### src/rtl/mem_engine_pkg.sv
// Shared types and defaults for the block memory engine.
package mem_engine_pkg;

  localparam int unsigned ADDR_W_DEF = 8;
  localparam int unsigned DATA_W_DEF = 8;
  localparam int unsigned LEN_W_DEF  = 8;

  typedef enum logic [1:0] {
    MODE_COPY = 2'b00,
    MODE_FILL = 2'b01,
    MODE_CSUM = 2'b10,
    MODE_RSVD = 2'b11
  } mode_e;

  typedef enum logic [1:0] {
    ST_IDLE = 2'b00,
    ST_RD   = 2'b01,
    ST_WR   = 2'b10,
    ST_FIN  = 2'b11
  } state_e;

endpackage

### src/rtl/mem_addr_gen.sv
// Base + running index pointer with modulo-2^ADDR_W address and last-byte flag.
module mem_addr_gen
  import mem_engine_pkg::*;
#(
  parameter int unsigned ADDR_W = ADDR_W_DEF,
  parameter int unsigned LEN_W  = LEN_W_DEF
) (
  input  logic              clk,
  input  logic              clr,
  input  logic              load_i,
  input  logic              inc_i,
  input  logic [ADDR_W-1:0] base_i,
  input  logic [LEN_W-1:0]  len_i,
  output logic [ADDR_W-1:0] addr_c,
  output logic              last_c
);

  logic [ADDR_W-1:0] base_q, base_d;
  logic [LEN_W-1:0]  len_q, len_d;
  logic [LEN_W-1:0]  idx_q, idx_d;

  always_comb begin
    base_d = base_q;
    len_d  = len_q;
    idx_d  = idx_q;
    if (load_i) begin
      base_d = base_i;
      len_d  = len_i;
      idx_d  = '0;
    end else if (inc_i) begin
      idx_d = idx_q + LEN_W'(1);
    end
  end

  always_ff @(posedge clk or negedge clr) begin
    if (!clr) begin
      base_q <= '0;
      len_q  <= '0;
      idx_q  <= '0;
    end else begin
      base_q <= base_d;
      len_q  <= len_d;
      idx_q  <= idx_d;
    end
  end

  assign addr_c = base_q + ADDR_W'(idx_q);
  assign last_c = (idx_q == len_q - LEN_W'(1));

endmodule

### src/rtl/mem_block_engine.sv
// Block copy / fill / checksum initiator for the 8-bit data memory.
// Strobes, Address and WriteData are decoded from the registered state.
module mem_block_engine
  import mem_engine_pkg::*;
#(
  parameter int unsigned ADDR_W = ADDR_W_DEF,
  parameter int unsigned DATA_W = DATA_W_DEF,
  parameter int unsigned LEN_W  = LEN_W_DEF
) (
  input  logic              clk,
  input  logic              clr,
  input  logic              start,
  input  logic [1:0]        mode,
  input  logic [ADDR_W-1:0] src_addr,
  input  logic [ADDR_W-1:0] dst_addr,
  input  logic [LEN_W-1:0]  length,
  input  logic [DATA_W-1:0] fill_value,
  input  logic              abort,
  output logic              busy,
  output logic              done,
  output logic              err,
  output logic [DATA_W-1:0] checksum,
  output logic              MemRead,
  output logic              MemWrite,
  output logic [ADDR_W-1:0] Address,
  output logic [DATA_W-1:0] WriteData,
  input  logic [DATA_W-1:0] ReadData
);

  state_e            state_q, state_d;
  mode_e             mode_q, mode_d, req_mode;
  logic [DATA_W-1:0] fill_q, fill_d;
  logic [DATA_W-1:0] data_q, data_d;
  logic [DATA_W-1:0] csum_q, csum_d;
  logic              err_q, err_d;
  logic [ADDR_W-1:0] addr_hold_q, addr_hold_d;
  logic              load_c, src_inc_c, dst_inc_c;
  logic [ADDR_W-1:0] src_a_c, dst_a_c;
  logic              src_last_c, dst_last_c;

  assign req_mode = mode_e'(mode);

  mem_addr_gen #(.ADDR_W(ADDR_W), .LEN_W(LEN_W)) u_src_gen (
    .clk(clk), .clr(clr), .load_i(load_c), .inc_i(src_inc_c),
    .base_i(src_addr), .len_i(length), .addr_c(src_a_c), .last_c(src_last_c)
  );

  mem_addr_gen #(.ADDR_W(ADDR_W), .LEN_W(LEN_W)) u_dst_gen (
    .clk(clk), .clr(clr), .load_i(load_c), .inc_i(dst_inc_c),
    .base_i(dst_addr), .len_i(length), .addr_c(dst_a_c), .last_c(dst_last_c)
  );

  always_comb begin
    state_d     = state_q;
    mode_d      = mode_q;
    fill_d      = fill_q;
    data_d      = data_q;
    csum_d      = csum_q;
    err_d       = err_q;
    load_c      = 1'b0;
    src_inc_c   = 1'b0;
    dst_inc_c   = 1'b0;
    MemRead     = 1'b0;
    MemWrite    = 1'b0;
    Address     = addr_hold_q;
    WriteData   = '0;
    busy        = 1'b0;
    done        = 1'b0;

    unique case (state_q)
      ST_IDLE: begin
        if (start) begin
          load_c = 1'b1;
          mode_d = req_mode;
          fill_d = fill_value;
          err_d  = (req_mode == MODE_RSVD);
          if (req_mode == MODE_CSUM) csum_d = '0;
          if (req_mode == MODE_RSVD || length == '0) state_d = ST_FIN;
          else if (req_mode == MODE_FILL)            state_d = ST_WR;
          else                                       state_d = ST_RD;
        end
      end
      ST_RD: begin
        busy    = 1'b1;
        MemRead = 1'b1;
        Address = src_a_c;
        if (abort) begin
          state_d = ST_FIN;
        end else begin
          data_d    = ReadData;
          src_inc_c = 1'b1;
          if (mode_q == MODE_CSUM) begin
            csum_d = csum_q + ReadData;
            if (src_last_c) state_d = ST_FIN;
          end else begin
            state_d = ST_WR;
          end
        end
      end
      ST_WR: begin
        busy      = 1'b1;
        MemWrite  = 1'b1;
        Address   = dst_a_c;
        WriteData = (mode_q == MODE_FILL) ? fill_q : data_q;
        if (abort) begin
          state_d = ST_FIN;
        end else begin
          dst_inc_c = 1'b1;
          if (dst_last_c)                state_d = ST_FIN;
          else if (mode_q == MODE_COPY)  state_d = ST_RD;
        end
      end
      ST_FIN: begin
        done    = 1'b1;
        state_d = ST_IDLE;
      end
    endcase

    // Address keeps the last issued value once the strobes drop.
    addr_hold_d = Address;
  end

  always_ff @(posedge clk or negedge clr) begin
    if (!clr) begin
      state_q     <= ST_IDLE;
      mode_q      <= MODE_COPY;
      fill_q      <= '0;
      data_q      <= '0;
      csum_q      <= '0;
      err_q       <= 1'b0;
      addr_hold_q <= '0;
    end else begin
      state_q     <= state_d;
      mode_q      <= mode_d;
      fill_q      <= fill_d;
      data_q      <= data_d;
      csum_q      <= csum_d;
      err_q       <= err_d;
      addr_hold_q <= addr_hold_d;
    end
  end

  assign err      = err_q;
  assign checksum = csum_q;

endmodule

### config.mk
export PLATFORM = sky130hd
export DESIGN_NAME = mem_block_engine
export DESIGN_NICKNAME = d
export VERILOG_FILES = /design/src/rtl/mem_engine_pkg.sv /design/src/rtl/mem_addr_gen.sv /design/src/rtl/mem_block_engine.sv
export SDC_FILE = /design/constraint.sdc
export NUM_CORES = 1
export LEC_CHECK = 0
export BUFFER_PORTS_ARGS = -buffer_cell sky130_fd_sc_hd__buf_4
export CORE_MARGIN = 1.5
export CORE_UTILIZATION = 50
export DETAILED_ROUTE_END_ITERATION = 16
export HOLD_SLACK_MARGIN = 0.15
export PLACE_DENSITY = 0.72
export SYNTH_ARGS = -nofsm -noshare
export SYNTH_HDL_FRONTEND = slang
export SYNTH_SLANG_ARGS = --single-unit
### constraint.sdc
create_clock -name clk -period 3.85 [get_ports clk]
set_input_delay 0 -clock clk [delete_from_list [all_inputs] [get_ports clk]]
set_output_delay 0 -clock clk [all_outputs]
set_load 0.005 [all_outputs]
Yosys cells after proc, flatten, opt, wreduce, memory -nomap -nowiden
Cells that the tools add are included.
{ "totals": {"reg_bits": 77, "output_inout_bits": 29, "elab_cells": 78} }
{ "op_classes": {"addsub": 6, "eq_ne": 16, "mux": 31, "n_bitwise": 1, "n_reduce_logical": 12} }
{ "op_table": {"columns": ["cell", "n"], "rows": [
  ["$mux W8", 10],
  ["$pmux W8 S2", 2],
  ["$add A8 B8 Y8", 3],
  ["$mux W2", 9],
  ["$add A8 B1 Y8 const B", 2],
  ["$eq A8 B8 Y1", 2],
  ["$eq A2 B2 Y1 const B", 5],
  ["$mux W1", 9],
  ["$logic_not A8 Y1", 1],
  ["$ne A2 B2 Y1 const B", 4],
  ["$ne A4 B4 Y1 const B", 2],
  ["$pmux W2 S4", 1],
  ["$sub A8 B1 Y8 const B", 1],
  ["$eq A2 B1 Y1 const B", 3],
  ["$reduce_bool A2 Y1", 3],
  ["$reduce_and A5 Y1", 1],
  ["$logic_not A2 Y1", 2],
  ["$reduce_and A2 Y1", 2],
  ["$reduce_and A3 Y1", 1],
  ["$reduce_or A2 Y1", 1],
  ["$logic_or A1 B1 Y1", 1],
  ["$not A1 Y1", 1]
]} }

Longest topological paths before layout
{ "logic_depth": {"depth_word": 6, "mapped_depth": 10} }

Hierarchy
A second synthesis with hierarchy kept.
{ "unflattened": {"cells_unflattened": 470, "area_unflattened_um2": 4954.8} }
{ "by_module_without_submodules": {"columns": ["mod", "instances", "cells_per_inst", "area_per_inst_um2", "seq_area_each_um2"], "rows": [
  ["mem_block_engine", 1, 196, 2060.7, 925.9],
  ["mem_addr_gen (u_src_gen)", 1, 138, 1453.9, 600.6],
  ["mem_addr_gen (u_dst_gen)", 1, 136, 1440.1, 600.6]
]} }

Least setup slack after synthesis
No wires, ideal clock.
{ "synth_timing": {"kind": "reg2reg", "from": "register u_dst_gen.len_q[0]", "to": "register state_q[0]", "setup_time_ns": 0.125, "arrival_time_ns": 2.414, "required_time_ns": 3.725, "setup_slack_ns": 1.311, "path_stages_with_launch": 11, "path_buffers": 1, "cell_sequence": "dfrtp_1 -> buf_6 -> inv_1 -> ha_1 -> xnor2_1 -> or3_1 -> a311oi_1 -> o211ai_1 -> o41ai_2 -> o21ai_1 -> mux2_4"} }
{ "synth_between": {"elab_chain_len": 5, "word_cells_on_any_way": 9, "classes_between": "add/sub (1); eq/ne (4); mux (3); reduce/logical (1)"} }
{ "synth_lines": {"columns": ["element", "line_no", "source"], "rows": [
  ["start, declared", "mem_addr_gen.sv:19", "logic [LEN_W-1:0] len_q, len_d;"],
  ["start signal, assigned", "mem_addr_gen.sv:42", "len_q <= len_d;"],
  ["$sub A8 B1 Y8 (*)", null, null],
  ["$eq A8 B8 Y1", "mem_addr_gen.sv:48", "assign last_c = (idx_q == len_q - LEN_W'(1));"],
  ["$mux W2", "mem_block_engine.sv:109", "if (dst_last_c) state_d = ST_FIN;"],
  ["$mux W2", "mem_block_engine.sv:105", "if (abort) begin"],
  ["$pmux W2 S4", "mem_block_engine.sv:70", "unique case (state_q)"],
  ["end signal, assigned", "mem_block_engine.sv:133", "state_q <= state_d;"],
  ["end, declared", "mem_block_engine.sv:30", "state_e state_q, state_d;"]
]} }
Mark *: on every way between the ends. The rest lies on a longest branch, timed or not.
A chain may end at the register's enable or synchronous reset.

Worst setup path after layout
{ "layout_timing": {"from": "register u_src_gen.idx_q[0]", "to": "output port Address[6]"} }
{ "layout_between": {"elab_chain_len": 2} }
{ "layout_lines": {"columns": ["element", "line_no", "source"], "rows": [
  ["start, declared", "mem_addr_gen.sv:20", "logic [LEN_W-1:0] idx_q, idx_d;"],
  ["start signal, assigned", "mem_addr_gen.sv:43", "idx_q <= idx_d;"],
  ["$add A8 B8 Y8", "mem_addr_gen.sv:47", "assign addr_c = base_q + ADDR_W'(idx_q);"],
  ["$pmux W8 S2", "mem_block_engine.sv:70", null],
  ["end, declared", "mem_block_engine.sv:25", "output logic [ADDR_W-1:0] Address,"]
]} }
No other way between the ends.

==> reports/results.ini <==
[timing]
period_needed_ps = 2900
hold_viol_final = 0
max_slew_margin = 0.213
layout_setup_ws_ps = 946
grt_setup_unrepaired = no
finalSetupTns_ps = 0
fmax_ghz = 0.344
worstMarginPinSlew_ps = 1180
setup_viol = 0
worst_clock_skew_ps = 8.43
fin_crit_sh = 0.754
slew_viol_final = 0

[power_and_ir_drop]
seqPwrFrac = 0.334
switching_power_mw = 1.75
power_density_mw_per_mm2 = 724
p_comb_frac = 0.505
intPower_mw = 2.55
clockPowerShare = 0.160
ir_drop_uv = 343
switching_share = 0.407
p_leak_nw = 2.91

[routing]
detail_route.vias_per_cell = 5.45
num_vias = 3982
wl_per_cell_um = 16.1
postRouteAntennaNets = 0
routed_wl_mm = 11.8
first_iter_violations = 293
drcViolationCount = 0
drtPass1Iterations = 4

[grt]
antenna_found_initial = 0
grt_max_degree = 78
grt_pass1_wl_mm = 19.7
grt_usage = 0.255
grt_busiest_layer = met2
overflow = 0
grt_util_met1 = 0.331
use_met2 = 0.429
grt_pass1_vias = 4135
met3_usage = 0.0506

[clock_network]
cts_max_path_buffers = 2
cts.sinks = 77
root_buffer = clkbuf_8
clk_latency_ps = 360
clkTransAtPathRegs_ps = 80
htree_levels = 3
cts_tree = done
numCtsBuffers = 9

[setup_path]
regToRegStartpoint = u_dst_gen.len_q[0]$_DFFE_PN0P_
r2r_end = state_q[0]$_DFFE_PN0P_
r2r_setup_slack_ps = 1060
cp-end-kind = primary output
critPathArrivalTime_ps = 2900
rr_worst_depth = 9
cp-start-kind = flop
critPathKind = flop to primary output
crit_path_end = Address[6]
crit_path_start = u_src_gen.idx_q[0]$_DFFE_PN0P_
required_ps = 3850
critPathMaxFanout = 5

[logic_synthesis]
synth-simple-area-share = 0.188
synth_compound_area_frac = 0.150
yosys.cell_types.count = 59
synth_fp_nets = 584
syn_area_per_cell_um2 = 9.23
synth_area_mm2 = 0.00467
synth_edf_count = 0
synth_warnings = 0
muxShareOfSynthArea = 0.0463
synthFlopType = dfrtp_1
synth_top_family_by_area = simple AND/OR/NAND/NOR gates
synthAdderAreaFrac = 0.0905
ys_seq_area_frac = 0.412
synth_xor_area_frac = 0.0806
ys_seq_elements = 77
synth_cells = 506
synthArstFlopShare = 1.00

[finish]
antenna_cells = 0
n_fill_cell = 724
drive_gt1_frac = 0.171
nets = 692
finalCoreUtilization = 0.649
instances_no_fill = 730
area_growth_pct = 27.2

[worst_hold_path]
hold_class = primary input to flop
hold_depth = 5

[die]
dieArea_mm2 = 0.00993
placementRows = 35
start_util = 0.510
core_mm2 = 0.00915
die_w_um = 99.7
die_y_um = 99.7
ios = 75

[status]
status = complete, no violations

[placement]
io_buffers = 74
dp.cells = 670
gp_congestion = 0.861
dp_slack_ps = 1080
dpl.hpwl_mm = 7.97

[run]
maxCapViolCount = 0

[power by group through the flow]
stage | Sequential (mW) | Clock (mW) | Combinational (mW)
after global placement | 1.44 | 0 | 2.07
after floorplan | 1.31 | 0 | 1.55
after global routing | 1.48 | 0.745 | 2.42
final | 1.44 | 0.689 | 2.17
after CTS | 1.44 | 0.703 | 2.18
after detailed placement | 1.45 | 0 | 2.12
[metal layers]
metal  up-vias  part of all wire
met1      1924              0.44
li1       1951                 -
met2        87              0.50
met5         -                 0
met4         0             0.019
met3        20             0.039
[sequential cells by signal (all words and copies together) (netlist names)]
name and flops:
data_q 8, mode_q 2, u_src_gen.base_q 8, checksum 8, state_q 2, fill_q 8
addr_hold_q 8, u_dst_gen.base_q 8, err 1, u_src_gen.idx_q 8, u_dst_gen.len_q 8, u_dst_gen.idx_q 8
[stage by stage]
stage / total power, mW / hold slack, ps / instance area, µm²
after floorplan: 2.86 / -296 / 4670
after global placement: 3.51 / 190 / 5290
after detailed placement: 3.57 / 194 / 5290
after CTS: 4.32 / 185 / 5940
after global routing: 4.65 / 212 / 5940
final: 4.30 / 194 / 5940
[cells in the final DEF, fill, tap and decap left out, drive strengths merged, types with 3 or more instances in the layout]
cell type / n
a21o: 13
a21oi: 27
a22o: 7
a22oi: 6
and2: 4
and3: 3
buf: 76
clkbuf: 11
dfrtp: 77
dlygate4sd3: 44
fa: 3
ha: 29
inv: 14
mux2: 10
mux2i: 10
nand2: 111
nand2b: 5
nand3: 4
nand4: 3
nor2: 30
nor2b: 14
nor3: 4
o211ai: 3
o21ai: 24
o21bai: 3
o41ai: 3
or3: 4
xnor2: 27
xor2: 16
[worst min-delay path by stage]
stage                              from                               to
after global routing              start           state_q[1]$_DFFE_PN0P_
after detailed placement  fill_value[5]            fill_q[5]$_DFFE_PN0P_
final                             start           state_q[1]$_DFFE_PN0P_
after floorplan                     clr         addr_hold_q[0]$_DFF_PN0_
after CTS                         start           state_q[1]$_DFFE_PN0P_
after global placement      src_addr[1]  u_src_gen.base_q[1]$_DFFE_PN0P_
[area by class of cell]
type | instances | area [µm²] | share of cell area
multi-input combinational | 392 | 2600 | 0.437
sequential | 77 | 1930 | 0.324
timing repair buffer | 120 | 1010 | 0.170
tap | 111 | 139 | 0.0234
clock buffer | 11 | 131 | 0.0221
clock inverter | 5 | 85.1 | 0.0143
inverter | 14 | 52.6 | 0.00884
[cell families after synthesis]
logic type                 count (synthesis)
AOI/OAI and AO/OA                        105
and+or+nand+nor                          192
muxes                                     20
DFF                                       77
buffers and inverters                     37
xor gates and xnor gates                  43
adders and majority gates                 32
[synthesized netlist by cell type, drive strengths merged, types with 2 or more instances]
master  count  area, µm²
xnor2      27        236
o211ai      3       22.5
o21bai      3       22.5
nand2     111        417
nor3b       2       20.0
nor3        4       25.0
xor2       16        140
nor4        2       27.5
mux2i      10        100
buf         5       28.8
inv        14       52.6
o21ai      24        120
a21oi      27        135
o21a        2       15.0
and2        4       25.0
a31oi       2       12.5
a22oi       6       45.0
a21o       13       97.6
nor2b      14       87.6
a22o        7       61.3
dfrtp      77       1930
ha         29        363
nand2b      5       31.3
o221ai      2       17.5
a32o        2       20.0
or3         4       25.0
mux2       10        116
fa          3       60.1
nand4       3       18.8
nand3       4       20.0
clkbuf     18       67.6
and3        3       18.8
nor2       30        113
o41ai       3       33.8
or4         2       15.0
[worst max-delay path: stages (launching register included)]
cell	delay, ps
dfrtp_1	480
ha_1	280
fa_1	410
a21o_1	180
a21oi_1	240
o21bai_1	100
a21oi_1	200
xnor2_1	140
a22oi_1	110
a21oi_1	270
buf_4	150
[timing repair]
action	CTS	global route
resized for setup	0	0
buffers inserted	0	0
hold buffers	44	0
hold endpoints to repair	132	0
setup endpoints to repair	0	0
Power figures use the tool's default switching activity.
